$ cat src/rtl/pixeltyper_pkg.sv
// ---------------------------------------------------------------------------
// pixeltyper_pkg
// Shared definitions for the pixeltyper letter spawning path.
//   - spawn_state_t : spawner FSM states (IDLE, WAIT, DRAW, HOLD)
//   - LETTER_COUNT  : number of legal letters (A..Z)
//   - LETTER_W      : width of a letter index
//   - COLUMN_W      : width of a screen column index
//   - spawn_entry_t : one queued spawn {letter, column}
//   - decode_draw   : splits a raw random byte into letter/column fields
// ---------------------------------------------------------------------------
package pixeltyper_pkg;

    localparam int LETTER_COUNT = 26;
    localparam int LETTER_W     = 5;
    localparam int COLUMN_W     = 3;
    localparam int ENTRY_W      = LETTER_W + COLUMN_W;

    typedef enum logic [1:0] {
        IDLE = 2'd0,
        WAIT = 2'd1,
        DRAW = 2'd2,
        HOLD = 2'd3
    } spawn_state_t;

    typedef struct packed {
        logic [LETTER_W-1:0] letter;
        logic [COLUMN_W-1:0] column;
    } spawn_entry_t;

    // Low bits pick the letter, the bits just above pick the column.
    function automatic spawn_entry_t decode_draw(input logic [ENTRY_W-1:0] rnd);
        spawn_entry_t e;
        e.letter = rnd[LETTER_W-1:0];
        e.column = rnd[LETTER_W +: COLUMN_W];
        return e;
    endfunction

    function automatic logic letter_in_range(input logic [LETTER_W-1:0] letter);
        return letter < LETTER_W'(LETTER_COUNT);
    endfunction

endpackage

$ cat src/rtl/spawn_fifo.sv
// ---------------------------------------------------------------------------
// spawn_fifo
// Small first-in first-out queue of spawn entries.
//   clk       : clock
//   resetn    : asynchronous active-low reset, empties the queue
//   push_i    : write wr_data_i (ignored when full unless a pop happens too)
//   wr_data_i : entry to write
//   pop_i     : remove the head entry (ignored when empty)
//   rd_data_o : head entry, combinational from storage
//   full_o    : count_o == DEPTH
//   empty_o   : count_o == 0
//   count_o   : occupancy 0..DEPTH
// ---------------------------------------------------------------------------
module spawn_fifo #(
    parameter int DEPTH = 4,
    parameter int W     = 8
) (
    input  logic                   clk,
    input  logic                   resetn,
    input  logic                   push_i,
    input  logic [W-1:0]           wr_data_i,
    input  logic                   pop_i,
    output logic [W-1:0]           rd_data_o,
    output logic                   full_o,
    output logic                   empty_o,
    output logic [$clog2(DEPTH):0] count_o
);

    localparam int AW = (DEPTH > 1) ? $clog2(DEPTH) : 1;
    localparam int CW = $clog2(DEPTH) + 1;

    logic [W-1:0]  mem_q [DEPTH];
    logic [AW-1:0] wr_ptr_q, wr_ptr_d;
    logic [AW-1:0] rd_ptr_q, rd_ptr_d;
    logic [CW-1:0] count_q, count_d;
    logic          push_fire;
    logic          pop_fire;

    assign full_o    = (count_q == CW'(DEPTH));
    assign empty_o   = (count_q == '0);
    assign count_o   = count_q;
    assign rd_data_o = mem_q[rd_ptr_q];

    // A push into a full queue is still legal when the head leaves in the
    // same cycle: the write lands in the slot being vacated.
    assign pop_fire  = pop_i && !empty_o;
    assign push_fire = push_i && (!full_o || pop_fire);

    function automatic logic [AW-1:0] ptr_inc(input logic [AW-1:0] p);
        return (p == AW'(DEPTH - 1)) ? '0 : p + AW'(1);
    endfunction

    always_comb begin
        wr_ptr_d = wr_ptr_q;
        rd_ptr_d = rd_ptr_q;
        count_d  = count_q;
        if (push_fire) begin
            wr_ptr_d = ptr_inc(wr_ptr_q);
        end
        if (pop_fire) begin
            rd_ptr_d = ptr_inc(rd_ptr_q);
        end
        case ({push_fire, pop_fire})
            2'b10:   count_d = count_q + CW'(1);
            2'b01:   count_d = count_q - CW'(1);
            default: count_d = count_q;
        endcase
    end

    always_ff @(posedge clk or negedge resetn) begin
        if (!resetn) begin
            wr_ptr_q <= '0;
            rd_ptr_q <= '0;
            count_q  <= '0;
        end else begin
            wr_ptr_q <= wr_ptr_d;
            rd_ptr_q <= rd_ptr_d;
            count_q  <= count_d;
        end
    end

    // Storage needs no reset: slots are only read while count_q says they
    // hold valid data.
    always_ff @(posedge clk) begin
        if (push_fire) begin
            mem_q[wr_ptr_q] <= wr_data_i;
        end
    end

endmodule

$ cat src/rtl/letter_spawner.sv
// ---------------------------------------------------------------------------
// letter_spawner
// Periodically draws a random letter/column pair, filters out illegal and
// repeated letters, and queues accepted spawns for the game logic.
//   clk          : clock
//   resetn       : asynchronous active-low reset
//   enable       : 1 = keep drawing; 0 = stop drawing, queue still drains
//   randomnumber : per-cycle random byte, [4:0] letter, [7:5] column
//   spawn_ready  : downstream accepts the head entry this cycle
//   spawn_valid  : queue head is valid
//   spawn_letter : head letter 0..25 (0 when queue empty)
//   spawn_column : head column 0..7 (0 when queue empty)
//   pending      : queue occupancy 0..DEPTH
//   reject_count : saturating count of rejected draws
// ---------------------------------------------------------------------------
module letter_spawner
    import pixeltyper_pkg::*;
#(
    parameter int PERIOD = 50,
    parameter int DEPTH  = 4
) (
    input  logic                   clk,
    input  logic                   resetn,
    input  logic                   enable,
    input  logic [7:0]             randomnumber,
    input  logic                   spawn_ready,
    output logic                   spawn_valid,
    output logic [LETTER_W-1:0]    spawn_letter,
    output logic [COLUMN_W-1:0]    spawn_column,
    output logic [$clog2(DEPTH):0] pending,
    output logic [7:0]             reject_count
);

    localparam int TIMER_W = $clog2(PERIOD);
    // WAIT covers timer values PERIOD-1 down to 0, i.e. exactly PERIOD cycles.
    localparam logic [TIMER_W-1:0] TIMER_LOAD = TIMER_W'(PERIOD - 1);

    spawn_state_t        state_q, state_d;
    logic [TIMER_W-1:0]  timer_q, timer_d;
    spawn_entry_t        cand_q, cand_d;
    logic [LETTER_W-1:0] last_letter_q, last_letter_d;
    logic                last_valid_q, last_valid_d;
    logic [7:0]          reject_q, reject_d;

    spawn_entry_t        draw;
    logic                draw_bad;
    logic                push;
    spawn_entry_t        push_data;
    spawn_entry_t        head;
    logic                fifo_full;
    logic                fifo_empty;
    logic                pop_fire;
    logic                push_possible;

    spawn_fifo #(
        .DEPTH (DEPTH),
        .W     (ENTRY_W)
    ) u_fifo (
        .clk       (clk),
        .resetn    (resetn),
        .push_i    (push),
        .wr_data_i (push_data),
        .pop_i     (spawn_ready),
        .rd_data_o (head),
        .full_o    (fifo_full),
        .empty_o   (fifo_empty),
        .count_o   (pending)
    );

    assign spawn_valid   = !fifo_empty;
    assign spawn_letter  = spawn_valid ? head.letter : '0;
    assign spawn_column  = spawn_valid ? head.column : '0;
    assign reject_count  = reject_q;

    assign pop_fire      = spawn_valid && spawn_ready;
    assign push_possible = !fifo_full || pop_fire;

    assign draw     = decode_draw(randomnumber);
    assign draw_bad = !letter_in_range(draw.letter) ||
                      (last_valid_q && (draw.letter == last_letter_q));

    always_comb begin
        state_d       = state_q;
        timer_d       = timer_q;
        cand_d        = cand_q;
        last_letter_d = last_letter_q;
        last_valid_d  = last_valid_q;
        reject_d      = reject_q;
        push          = 1'b0;
        push_data     = draw;

        case (state_q)
            IDLE: begin
                if (enable) begin
                    state_d = WAIT;
                    timer_d = TIMER_LOAD;
                end
            end
            WAIT: begin
                if (!enable) begin
                    state_d = IDLE;
                end else if (timer_q == '0) begin
                    state_d = DRAW;
                end else begin
                    timer_d = timer_q - TIMER_W'(1);
                end
            end
            DRAW: begin
                if (!enable) begin
                    state_d = IDLE;
                end else if (draw_bad) begin
                    if (reject_q != 8'hFF) begin
                        reject_d = reject_q + 8'd1;
                    end
                end else begin
                    last_letter_d = draw.letter;
                    last_valid_d  = 1'b1;
                    if (push_possible) begin
                        push    = 1'b1;
                        state_d = WAIT;
                        timer_d = TIMER_LOAD;
                    end else begin
                        cand_d  = draw;
                        state_d = HOLD;
                    end
                end
            end
            HOLD: begin
                // Dropping enable abandons the candidate; it is simply never pushed.
                if (!enable) begin
                    state_d = IDLE;
                end else if (push_possible) begin
                    push      = 1'b1;
                    push_data = cand_q;
                    state_d   = WAIT;
                    timer_d   = TIMER_LOAD;
                end
            end
            default: begin
                state_d = IDLE;
            end
        endcase
    end

    always_ff @(posedge clk or negedge resetn) begin
        if (!resetn) begin
            state_q       <= IDLE;
            timer_q       <= '0;
            cand_q        <= '0;
            last_letter_q <= '0;
            last_valid_q  <= 1'b0;
            reject_q      <= '0;
        end else begin
            state_q       <= state_d;
            timer_q       <= timer_d;
            cand_q        <= cand_d;
            last_letter_q <= last_letter_d;
            last_valid_q  <= last_valid_d;
            reject_q      <= reject_d;
        end
    end

endmodule

$ cat config.mk
export PLATFORM = sky130hd
export DESIGN_NAME = letter_spawner
export DESIGN_NICKNAME = d
export VERILOG_FILES = /design/src/rtl/pixeltyper_pkg.sv /design/src/rtl/spawn_fifo.sv /design/src/rtl/letter_spawner.sv
export SDC_FILE = /design/constraint.sdc
export NUM_CORES = 1
export LEC_CHECK = 0
export BUFFER_PORTS_ARGS = -buffer_cell sky130_fd_sc_hd__buf_4
export CORE_UTILIZATION = 45
export DETAILED_ROUTE_END_ITERATION = 10
export GPL_TIMING_DRIVEN = 0
export PLACE_DENSITY = 0.64
export SLEW_MARGIN = 10
export SYNTH_ARGS = -nofsm -noshare
export SYNTH_HDL_FRONTEND = slang
export SYNTH_SLANG_ARGS = --single-unit
export TNS_END_PERCENT = 100
$ cat constraint.sdc
create_clock -name clk -period 6.5 [get_ports clk]
set_clock_uncertainty 0.1 [all_clocks]
set_input_delay 0.975 -clock clk [delete_from_list [all_inputs] [get_ports clk]]
set_output_delay 0.975 -clock clk [all_outputs]
set_load 0.005 [all_outputs]
==> results.md <==
* Outcome: finished, final reports clean
* Time the worst path needs with I/O delays and setup at 3.01 ns
* Largest family of logic cells by synthesized area: multiplexers
* Crit path max fanout at 6
* Hold path cells at 1
* Slew of the pin with the lowest slew margin at around 0.55 ns
* Setup TNS at 0 ns
* Flops & latches, synth at a little under 70
* Syn Area/Cell at 14.1 um^2
* Register area at approximately 0.0019 mm^2
* Via density at between 5 and 6
* Max-slew violation count at 0
* PostCTS Resize Cnt at 0
* Routed via count at about 1,900
* Final setup vio count at 0
* Warnings from Yosys at 0
* Area grow syn2layout at 17.1%
* Vias in the first global route at between 1,500 and 2,000
* Mux cell area share after synthesis at 0.141
* Hold_ws at 0.383 ns
* Cts hold-fix bufs at 0
* Skew-Pair Late Insertion Delay at between 0.3 and 0.4 ns
* Pre-Repair DR Iteration Count at 4
* Most frequent cells in the layout: 37 x dfrtp_1, 32 x edfxtp_1, 31 x buf_4, 14 x mux2_1
* Post-synthesis sequential area ratio at 0.593
* Die W at 86.1 um
* Largest net degree at the start of global routing at 38
* CTS Buf Count at 9
* DPL Wire Length at roughly 3.8 mm
* Crit-path cells: buf_4 > xor2_1 > nor4_4 > a41o_1 > nor3_1 > inv_1 > ha_1 > inv_1 > fa_1 > xor2_1 > nor2_1 > xor2_1
* Compound-Gate Fraction of Synth Area at 0.0448
* Fin area at ~0.0037 mm^2
* Worst setup EP type: flop
* Post-synthesis simple-gate area fraction at 0.118
* Global-route usage over all layers at 0.173
* Post-Layout Cell Count at between 300 and 400
* Final ANT Viol Nets at 0
* Max-slew headroom at 0.633
* Final #Nets at between 200 and 300
* FILL cells at a little under 600
* Leading cell type in the layout, fill and taps excluded: dfrtp_1
* CTS tree: yes
* H-tree depth at 3
* FF-to-FF path depth at 11
* Multi-input logic area at about 0.0012 mm^2
* Routability cong. at 0.806
* Mapped Cells at roughly 230
* Placed instance area at about 0.0035 mm^2
* Clock transition at path regs at around 0.07 ns
* Total setup buffers inserted after CTS at 0
* Period utilization at 0.463
* Clock Tree Buf Depth at 2
* Drt total wl at ~5.5 mm
* Global-route wire length before repair at around 9.3 mm
* Critical path data required time at about 6.7 ns
* Drc violations at 0
* RSZ-0062 raised after global routing: no
* Syn_nets at between 200 and 250
* Reg2reg setup slack at between 3 and 4 ns
* Max-cap violations at 0
* Synth unique cells at 40
* Crit path DAT at around 3.2 ns
* I/O pin count at 32
* CP Class: input port to flop
* Die height at 86.1 um
* Cell repeated most along the worst path: xor2_1
* Clk root buf: clkbuf_8
* Row Count at 30
* Initial antenna violation count at 0
* Number of flops mapped to enable cells by yosys at 32
* PwrDens at 314 mW/mm^2
* Worst min path class: flop to flop
* Core area at ~0.0068 mm^2
* WL/cell at around 15 um
* Initial core utilization at 0.466
* Final hold violations at 0
* Max stage delay on crit path at between 0.3 and 0.4 ns
* Sink Count at around 70
* Initial DRC count at 37
* Layout cells sized above 1 at 0.256
* Synth Area in Adders at 0.0417
* Max VDD drop at approximately 120 uV
* DP Cell Count at ~350
* Post-synthesis async set-or-reset flop share at 0.536
* P_leak at around 0.0016 uW
* PortBufs at 31
* Fmax at around 330 MHz
* Most used DFF post-synth: dfrtp_1
* Netlist area before placement at between 0.003 and 0.004 mm^2
* Worst Setup Start Kind: input port
* Grt total ovfl at 0
* Post-Synth XOR/XNOR Area at 0.0413
* Critical-path top delay cell: fa_1
* Total die area at roughly 0.0074 mm^2
* ANT cells at 0
## cell usage after synthesis, types with 3 or more instances
library cell  number  area share
edfxtp_1          32        0.30
inv_1             13       0.015
nand2_1           10       0.012
nand3_1            4      0.0063
nor3_1             5      0.0079
and3_1             9       0.018
o21ai_0            4      0.0063
mux4_2             8       0.057
a21oi_1            3      0.0047
nand4_1            7       0.014
and2_1             9       0.018
ha_1               9       0.035
mux2_1            14       0.050
nor2_1             8      0.0094
mux2_2             9       0.032
dfrtp_1           37        0.29
xor2_1            13       0.036
## metrics by stage
| step | total power [uW] | setup slack (ns) | utilization |
|---|---|---|---|
| after global routing | 1240 | 3.30 | 0.546 |
| after global placement | 842 | 3.15 | 0.518 |
| final | 1170 | 3.49 | 0.546 |
| after detailed placement | 849 | 3.10 | 0.518 |
| after floorplan | 728 | 3.51 | - |
| after CTS | 1190 | 3.47 | 0.546 |
## routing by layer
metal,up-vias,global-route usage,wire length [um]
li1,917,-,-
met1,922,0.225,2690
met2,34,0.268,2470
met3,9,0.0443,184
met4,0,0.0909,127
met5,-,0,0
## report_power, final
part | switching (uW) | internal (uW) | leakage (uW)
registers | 35.2 | 492 | 0.000766
logic | 131 | 173 | 0.000779
clock network | 161 | 176 | 0.0000923
## flip-flops by register name, summed over array words and instances, names as in the netlist, 3 cells and up
signal / count
cand_q: 8
last_letter_q: 5
reject_count: 8
timer_q: 6
u_fifo.count_o: 3
u_fifo.mem_q: 32
## worst max-delay path: cells and delay by family
family	cells	cell delay (ns)
compound gates	1	0.33
xor+xnor	3	0.48
fa+ha+maj	2	0.54
buf+inv	3	0.28
simple gates	3	0.57
## logic make-up after synthesis
group,Yosys count
AND/OR/NAND/NOR,62
buffers and inverters,17
XOR/XNOR,15
adder cells (fa/ha/maj),10
multiplexers,32
AO/OA/AOI/OAI,21
flip-flops,69
## path summary, 6_finish.rpt
check,start,endpoint
setup / recovery,randomnumber[4],u_fifo.count_o[2]$_DFFE_PN0P_
hold / removal,cand_q[5]$_DFFE_PN0P_,cand_q[5]$_DFFE_PN0P_
setup reg to reg,last_letter_q[4]$_DFFE_PN0P_,u_fifo.count_o[2]$_DFFE_PN0P_
hold reg to reg,cand_q[5]$_DFFE_PN0P_,cand_q[5]$_DFFE_PN0P_
max in group asynchronous,resetn,reject_count[5]$_DFFE_PN0P_
min in group asynchronous,resetn,reject_count[1]$_DFFE_PN0P_
## layout make-up
| class | instances | area share |
|---|---|---|
| timing repair buffer | 31 | 0.0624 |
| sequential | 69 | 0.506 |
| buffer | 4 | 0.00470 |
| tap | 96 | 0.0322 |
| inverter | 13 | 0.0131 |
| clock inverter | 6 | 0.0171 |
| multi-input combinational | 140 | 0.330 |
| clock buffer | 10 | 0.0342 |
Note: power is estimated with default switching activity, not from simulation.
